`config.mk`:
```
export PLATFORM = sky130hd
export DESIGN_NAME = fetch_stage_flat
export DESIGN_NICKNAME = d
export VERILOG_FILES = /design/src/rtl/fetch_pkg.sv /design/src/rtl/fetch_if.sv /design/src/rtl/fetch_fifo.sv /design/src/rtl/fetch_stage.sv /design/src/flat_wrapper.sv
export SDC_FILE = /design/constraint.sdc
export NUM_CORES = 1
export LEC_CHECK = 0
export ABC_AREA = 1
export ABC_CLOCK_PERIOD_IN_PS = 9300
export BUFFER_PORTS_ARGS = -buffer_cell sky130_fd_sc_hd__buf_2
export CAP_MARGIN = 20
export CORE_MARGIN = 4
export CORE_UTILIZATION = 29
export CTS_CLUSTER_SIZE = 25
export DETAILED_ROUTE_END_ITERATION = 10
export MAX_ROUTING_LAYER = met4
export PLACE_DENSITY = 0.49
export REMOVE_ABC_BUFFERS = 1
export SYNTH_ARGS = -nofsm -noshare
export SYNTH_HDL_FRONTEND = slang
export SYNTH_SLANG_ARGS = --single-unit
```
`constraint.sdc`:
```
create_clock -name clk -period 9.3 [get_ports clk]
set_input_delay 1.86 -clock clk [delete_from_list [all_inputs] [get_ports clk]]
set_output_delay 1.86 -clock clk [all_outputs]
set_load 0.01 [all_outputs]
```
`src/rtl/fetch_pkg.sv`:
```
// Shared fetch-stage types and defaults: queue entry layout and counter sizing.
package fetch_pkg;

    localparam int          DEPTH_DEF    = 4;
    localparam logic [31:0] RESET_PC_DEF = 32'h0000_0000;

    typedef struct packed {
        logic [31:0] pc;
        logic [31:0] instr;
    } entry_t;

    // Occupancy and in-flight counters must be able to hold the value DEPTH itself.
    function automatic int cnt_w(input int depth);
        return $clog2(depth) + 1;
    endfunction

    localparam int CNT_W_DEF = cnt_w(DEPTH_DEF);

endpackage

```
`src/rtl/fetch_if.sv`:
```
// Fetch-stage bus bundle: imem request/response, execute redirect, decode-side output and halt flag.
interface fetch_if;
    logic        imem_req_valid;
    logic [31:0] imem_req_addr;
    logic        imem_req_ready;
    logic        imem_rsp_valid;
    logic [31:0] imem_rsp_data;
    logic        redirect_valid;
    logic [31:0] redirect_pc;
    logic        out_valid;
    logic [31:0] out_pc;
    logic [31:0] out_instr;
    logic        out_ready;
    logic        halted;

    modport master (
        output imem_req_valid, imem_req_addr, out_valid, out_pc, out_instr, halted,
        input  imem_req_ready, imem_rsp_valid, imem_rsp_data, redirect_valid, redirect_pc, out_ready
    );

    modport slave (
        input  imem_req_valid, imem_req_addr, out_valid, out_pc, out_instr, halted,
        output imem_req_ready, imem_rsp_valid, imem_rsp_data, redirect_valid, redirect_pc, out_ready
    );
endinterface

```
`src/rtl/fetch_fifo.sv`:
```
// Prefetch queue: synchronous FIFO of {pc, instr} entries with flush and occupancy output.
// Latency: a push is visible at the head the following cycle; head is read combinationally.
// Backpressure: push when full is ignored unless a pop happens in the same cycle.
module fetch_fifo
    import fetch_pkg::*;
#(
    parameter int DEPTH = DEPTH_DEF
) (
    input  logic                   clk,
    input  logic                   reset,
    input  logic                   flush,
    input  logic                   push,
    input  entry_t                 push_dat,
    input  logic                   pop,
    output entry_t                 head_dat,
    output logic                   head_vld,
    output logic [$clog2(DEPTH):0] occupancy
);
    localparam int             PTR_W    = $clog2(DEPTH);
    localparam logic [PTR_W:0] FULL_CNT = (PTR_W + 1)'(DEPTH);

    entry_t           mem [DEPTH];
    logic [PTR_W-1:0] wr_ptr;
    logic [PTR_W-1:0] rd_ptr;
    logic [PTR_W:0]   count;
    logic             do_push;
    logic             do_pop;

    assign do_pop  = pop && (count != '0);
    assign do_push = push && ((count != FULL_CNT) || do_pop);

    always_ff @(posedge clk or negedge reset) begin
        if (!reset) begin
            wr_ptr <= '0;
            rd_ptr <= '0;
            count  <= '0;
        end else if (flush) begin
            wr_ptr <= '0;
            rd_ptr <= '0;
            count  <= '0;
        end else begin
            if (do_push) wr_ptr <= wr_ptr + 1'b1;
            if (do_pop)  rd_ptr <= rd_ptr + 1'b1;
            if (do_push && !do_pop)      count <= count + 1'b1;
            else if (!do_push && do_pop) count <= count - 1'b1;
        end
    end

    always_ff @(posedge clk) begin
        if (do_push && !flush) mem[wr_ptr] <= push_dat;
    end

    // Storage is not reset, so an empty queue presents zeros rather than stale words.
    assign head_vld  = (count != '0);
    assign head_dat  = head_vld ? mem[rd_ptr] : '0;
    assign occupancy = count;

endmodule

```
`src/rtl/fetch_stage.sv`:
```
// Fetch stage: sequential imem requests, response queueing with PC, redirect flush/drop; FETCH_HALT_EN adds halt on zero word.
// Latency: request accept to out_valid is memory latency + 1 cycle; first request one cycle after reset release.
// Backpressure: requests issue only while queue occupancy + outstanding < DEPTH, so out_ready low throttles imem.
module fetch_stage
    import fetch_pkg::*;
#(
    parameter int          DEPTH    = DEPTH_DEF,
    parameter logic [31:0] RESET_PC = RESET_PC_DEF
) (
    input logic     clk,
    input logic     reset,
    fetch_if.master bus
);
    localparam int             CNT_W   = cnt_w(DEPTH);
    localparam logic [CNT_W:0] DEPTH_C = (CNT_W + 1)'(DEPTH);

    logic [31:0]      fetch_pc;
    logic [31:0]      rsp_pc;
    logic [CNT_W-1:0] outstanding;
    logic [CNT_W-1:0] outstanding_nxt;
    logic [CNT_W-1:0] drop_cnt;
    logic [CNT_W-1:0] occupancy;
    logic             run_q;
    logic             credit_ok;
    logic             halt_stop;
    logic             req_vld;
    logic             req_fire;
    logic             rsp_live;
    logic             drop_hit;
    logic             push_vld;
    logic             pop_vld;
    logic             head_vld;
    entry_t           head_dat;
    entry_t           rsp_dat;

    assign credit_ok = ({1'b0, occupancy} + {1'b0, outstanding}) < DEPTH_C;
    assign req_vld   = run_q && credit_ok && !halt_stop;
    assign req_fire  = req_vld && bus.imem_req_ready;

    // A response with nothing in flight is a leftover from before reset and is ignored.
    assign rsp_live  = bus.imem_rsp_valid && (outstanding != '0);
    assign drop_hit  = rsp_live && (drop_cnt != '0);
    assign push_vld  = rsp_live && !drop_hit && !bus.redirect_valid && !halt_stop;
    assign pop_vld   = head_vld && bus.out_ready;

    assign outstanding_nxt = outstanding + {{(CNT_W-1){1'b0}}, req_fire}
                                         - {{(CNT_W-1){1'b0}}, rsp_live};

    assign rsp_dat.pc    = rsp_pc;
    assign rsp_dat.instr = bus.imem_rsp_data;

    always_ff @(posedge clk or negedge reset) begin
        if (!reset) begin
            run_q       <= 1'b0;
            fetch_pc    <= RESET_PC;
            rsp_pc      <= RESET_PC;
            outstanding <= '0;
            drop_cnt    <= '0;
        end else begin
            run_q       <= 1'b1;
            outstanding <= outstanding_nxt;
            // Everything still in flight after this cycle belongs to the old path.
            if (bus.redirect_valid) begin
                fetch_pc <= bus.redirect_pc;
                rsp_pc   <= bus.redirect_pc;
                drop_cnt <= outstanding_nxt;
            end else begin
                if (req_fire) fetch_pc <= fetch_pc + 32'd4;
                if (push_vld) rsp_pc   <= rsp_pc + 32'd4;
                if (drop_hit) drop_cnt <= drop_cnt - 1'b1;
            end
        end
    end

`ifdef FETCH_HALT_EN
    logic halted_q;

    always_ff @(posedge clk or negedge reset) begin
        if (!reset) begin
            halt_stop <= 1'b0;
            halted_q  <= 1'b0;
        end else begin
            if (push_vld && (bus.imem_rsp_data == 32'h0)) halt_stop <= 1'b1;
            if (pop_vld && (head_dat.instr == 32'h0))     halted_q  <= 1'b1;
        end
    end

    assign bus.halted = halted_q;
`else
    assign halt_stop  = 1'b0;
    assign bus.halted = 1'b0;
`endif

    fetch_fifo #(.DEPTH(DEPTH)) u_fifo (
        .clk       (clk),
        .reset     (reset),
        .flush     (bus.redirect_valid),
        .push      (push_vld),
        .push_dat  (rsp_dat),
        .pop       (pop_vld),
        .head_dat  (head_dat),
        .head_vld  (head_vld),
        .occupancy (occupancy)
    );

    assign bus.imem_req_valid = req_vld;
    assign bus.imem_req_addr  = fetch_pc;
    assign bus.out_valid      = head_vld;
    assign bus.out_pc         = head_dat.pc;
    assign bus.out_instr      = head_dat.instr;

endmodule

```
`src/flat_wrapper.sv`:
```
// flat-port wrapper written by rule: the top's interface ports become plain ports
module fetch_stage_flat import fetch_pkg::*;
#(
    parameter int          DEPTH    = DEPTH_DEF,
    parameter logic [31:0] RESET_PC = RESET_PC_DEF
)
  (clk, reset, bus_imem_req_valid, bus_imem_req_addr, bus_out_valid, bus_out_pc, bus_out_instr, bus_halted, bus_imem_req_ready, bus_imem_rsp_valid, bus_imem_rsp_data, bus_redirect_valid, bus_redirect_pc, bus_out_ready);
  fetch_if bus_i ();
  input logic clk;
  input logic reset;
  output wire logic [$bits(bus_i.imem_req_valid)-1:0] bus_imem_req_valid;
  output wire logic [$bits(bus_i.imem_req_addr)-1:0] bus_imem_req_addr;
  output wire logic [$bits(bus_i.out_valid)-1:0] bus_out_valid;
  output wire logic [$bits(bus_i.out_pc)-1:0] bus_out_pc;
  output wire logic [$bits(bus_i.out_instr)-1:0] bus_out_instr;
  output wire logic [$bits(bus_i.halted)-1:0] bus_halted;
  input wire logic [$bits(bus_i.imem_req_ready)-1:0] bus_imem_req_ready;
  input wire logic [$bits(bus_i.imem_rsp_valid)-1:0] bus_imem_rsp_valid;
  input wire logic [$bits(bus_i.imem_rsp_data)-1:0] bus_imem_rsp_data;
  input wire logic [$bits(bus_i.redirect_valid)-1:0] bus_redirect_valid;
  input wire logic [$bits(bus_i.redirect_pc)-1:0] bus_redirect_pc;
  input wire logic [$bits(bus_i.out_ready)-1:0] bus_out_ready;
  assign bus_imem_req_valid = bus_i.imem_req_valid;
  assign bus_imem_req_addr = bus_i.imem_req_addr;
  assign bus_out_valid = bus_i.out_valid;
  assign bus_out_pc = bus_i.out_pc;
  assign bus_out_instr = bus_i.out_instr;
  assign bus_halted = bus_i.halted;
  assign bus_i.imem_req_ready = bus_imem_req_ready;
  assign bus_i.imem_rsp_valid = bus_imem_rsp_valid;
  assign bus_i.imem_rsp_data = bus_imem_rsp_data;
  assign bus_i.redirect_valid = bus_redirect_valid;
  assign bus_i.redirect_pc = bus_redirect_pc;
  assign bus_i.out_ready = bus_out_ready;
  fetch_stage #(.DEPTH(DEPTH), .RESET_PC(RESET_PC)) u_core (.clk(clk), .reset(reset), .bus(bus_i));
endmodule
```
==> summary.md <==
| Metric | Value |
|---|---|
| Hold Buf Count CTS | `0` |
| Wirelength per Cell | `17.5 um` |
| # Post-CTS Setup Buffers | `0` |
| Setup Crit Path Kind | `reg2out` |
| WHS Path Cells | `2` |
| Clock Tree Buf Depth | `3` |
| Die Area | `55800 sq um` |
| Sequential Area | `9640 sq um` |
| Initial core utilization | `0.294` |
| Worst Hold End | `u_core.bus.imem_req_addr[1]` |
| Wire length of the first global-routing pass | `64600 um` |
| LEAKAGE | `6.84 nW` |
| Yosys warns | `0` |
| Total CTS buffers | `40` |
| Max cap viols | `0` |
| Clock Sinks | `334` |
| R2R depth | `9` |
| Vias in the first global route | `11016` |
| Crit path required time | `7.44 ns` |
| Worst vdd ir | `0.124 mV` |
| Time the worst path needs with I/O delays and setup | `4.98 ns` |
| Layout Nets | `1742` |
| Root buf cell | `clkbuf_16` |
| Post-DP HPWL | `26200 um` |
| DRC errors left | `0` |
| Avg Synthesized Cell Area | `10.1 sq um` |
| Remaining Overflow, GRT | `0` |
| 1st-pass router iterations | `5` |
| Max-slew headroom | `0.328` |
| HP Start | `u_core.bus.imem_req_addr[1]` |
| Antenna cells | `0` |
| Largest net degree at the start of global routing | `103` |
| H-tree levels | `2` |
| CTS tree | `built` |
| Total track usage | `0.150` |
| Startpoint types | `flip-flop` |
| Register-to-register setup slack | `6.30 ns` |
| Post_cts resized | `0` |
| Count of pins over their slew limit | `0` |
| Fillers | `5242` |
| Drt initial violations | `733` |
| Fin crit share | `0.535` |
| Syn-to-layout area delta | `18.3%` |
| Measured slew at the worst slew-check pin | `1.01 ns` |
| Power density cells | `255 nW/um^2` |
| Mapped Area | `15100 sq um` |
| Die Wd | `236 um` |
| Core area | `51400 sq um` |
| Sequential area share after synthesis | `0.638` |
| Post-Syn Instances | `1501` |
| RSZ-0062 raised after global routing | `no` |
| Clk Latency, worst-skew pair | `0.56 ns` |
| Vias after detailed routing | `10988` |
| R2r endpoint | `u_core.u_fifo.mem[1][54]` |
| Max frequency | `0.201 GHz` |
| Worst Setup End Kind | `output port` |
| Crit path arrival time | `3.12 ns` |
| Row count | `83` |
| Critical path peak fanout | `72` |
| Post-synthesis cell type count | `41` |
| Top-Level Pins | `169` |
| Run status | `finished clean` |
| Drt via density | `4.65` |
| Fin Clk Skew | `0.00958 ns` |
| Hold WC Path Type | `reg2reg` |
| Final setup violation count | `0` |
| Initial antenna violation count | `0` |
| Setup TNS | `0 ns` |
| Hold Violations, Final | `0` |
| Routed WL | `41400 um` |
| Placer Congestion | `0.840` |
| Clock transition at path regs | `0.06 ns` |
| Port bufs | `167` |
| Commonest non-fill, non-tap cells in the layout | `321 x nor2_1, 264 x nand2_1, 256 x edfxtp_1, 166 x buf_2, 155 x o21ai_0` |
| Routed Antenna Nets | `0` |
| Multi-input gate area | `4920 sq um` |
| Leading cell type in the layout, fill and taps excluded | `nor2_1` |
| Share of cells above drive strength 1 | `0.178` |
| Number of synthesized register bits | `334` |
| Final Core Density | `0.348` |
| RR Startpoint | `u_core.drop_cnt[0]` |
| Die Ht | `236 um` |
[worst max-delay path by stage]
stage	start	slack, ns	cells past startpoint	to
global route	u_core.u_fifo.rd_ptr[0]	4.00	5	bus_out_instr[3]
global placement	bus_redirect_valid	4.21	8	u_core.u_fifo.mem[3][58]
floorplan	u_core.u_fifo.rd_ptr[0]	3.46	3	bus_out_pc[30]
detailed placement	bus_redirect_valid	4.13	8	u_core.u_fifo.mem[3][16]
finish	u_core.u_fifo.rd_ptr[0]	4.32	5	bus_out_pc[11]
CTS	u_core.u_fifo.rd_ptr[0]	4.14	5	bus_out_instr[3]
[critical path, stage by stage (launching register included)]
cell and delay, ns:
dfrtp_4 0.62, clkinv_2 0.56, buf_4 0.68, o21ai_0 0.19
a21oi_1 0.31, buf_2 0.20
[power by group]
part / switching [W] / leakage [nW] / total [W] / internal, W
Clock: 0.000615 / 0.583 / 0.00147 / 0.000855
Combinational: 0.000786 / 3.00 / 0.00117 / 0.000384
Sequential: 0.000158 / 3.26 / 0.00191 / 0.00175
[layout make-up]
type,count,area share
inverter,78,0.0164
multi-input combinational,1025,0.275
sequential,334,0.539
clock buffer,56,0.0611
tap,680,0.0476
timing repair buffer,179,0.0531
clock inverter,12,0.00714
[sequential cells by signal (all words and copies together), names as in the netlist]
name	count
u_core.rsp_pc	32
u_core.drop_cnt	3
u_core.u_fifo.wr_ptr	2
u_core.run_q	1
u_core.bus.imem_req_addr	32
u_core.u_fifo.rd_ptr	2
u_core.u_fifo.occupancy	3
u_core.u_fifo.mem	256
u_core.outstanding	3
[metrics by stage]
stage	worst slack, ns	cells	hold slack [ns]	cell area, sq um	power (W)
floorplan	3.46	1437	0.476	14800	0.00258
CTS	4.14	2363	0.476	17800	0.00463
detailed placement	4.13	2295	0.462	16600	0.00314
finish	4.32	2364	0.472	17900	0.00455
global route	4.00	2364	0.521	17900	0.00484
global placement	4.21	2295	0.466	16600	0.00313
[routing by layer]
metal | vias to the layer above | part of all wire | wire (um) | global-route usage
li1 | 5400 | - | - | -
met1 | 5290 | 0.48 | 19800 | 0.207
met2 | 245 | 0.46 | 19200 | 0.236
met3 | 53 | 0.042 | 1720 | 0.0217
met4 | 0 | 0.018 | 734 | 0.0370
met5 | - | 0 | 0 | -
[cells in the mapped netlist (all sizes together)]
cell type,instances,share of area
nor2,348,0.094
nand2,278,0.072
edfxtp,256,0.51
o21ai,164,0.054
a21oi,79,0.026
dfrtp,78,0.13
inv,78,0.019
nand3,60,0.022
buf,43,0.014
clkbuf,21,0.0052
nor3,16,0.0082
xor2,13,0.0075
ha,12,0.0099
o211ai,12,0.0060
xnor2,11,0.0064
nand4,7,0.0039
a31oi,6,0.0025
nand3b,6,0.0030
a21boi,2,0.00099
a22oi,2,0.00099
conb,2,0.00050
fa,2,0.0026
o31ai,2,0.00099
o21bai,1,0.00050
o221ai,1,0.00058
or2,1,0.00041
[logic make-up (layout without fill, tap and decap cells)]
family | Yosys count | in the layout | synth area share
DFF | 334 | 334 | 0.638
buffers and inverters | 142 | 325 | 0.0385
AOI/OAI and AO/OA | 269 | 269 | 0.0932
adders and majority gates | 14 | 14 | 0.0126
xor gates and xnor gates | 24 | 24 | 0.0139
other | 2 | 2 | 0.000497
and+or+nand+nor | 716 | 716 | 0.203
(Power assumes the default switching activity.)
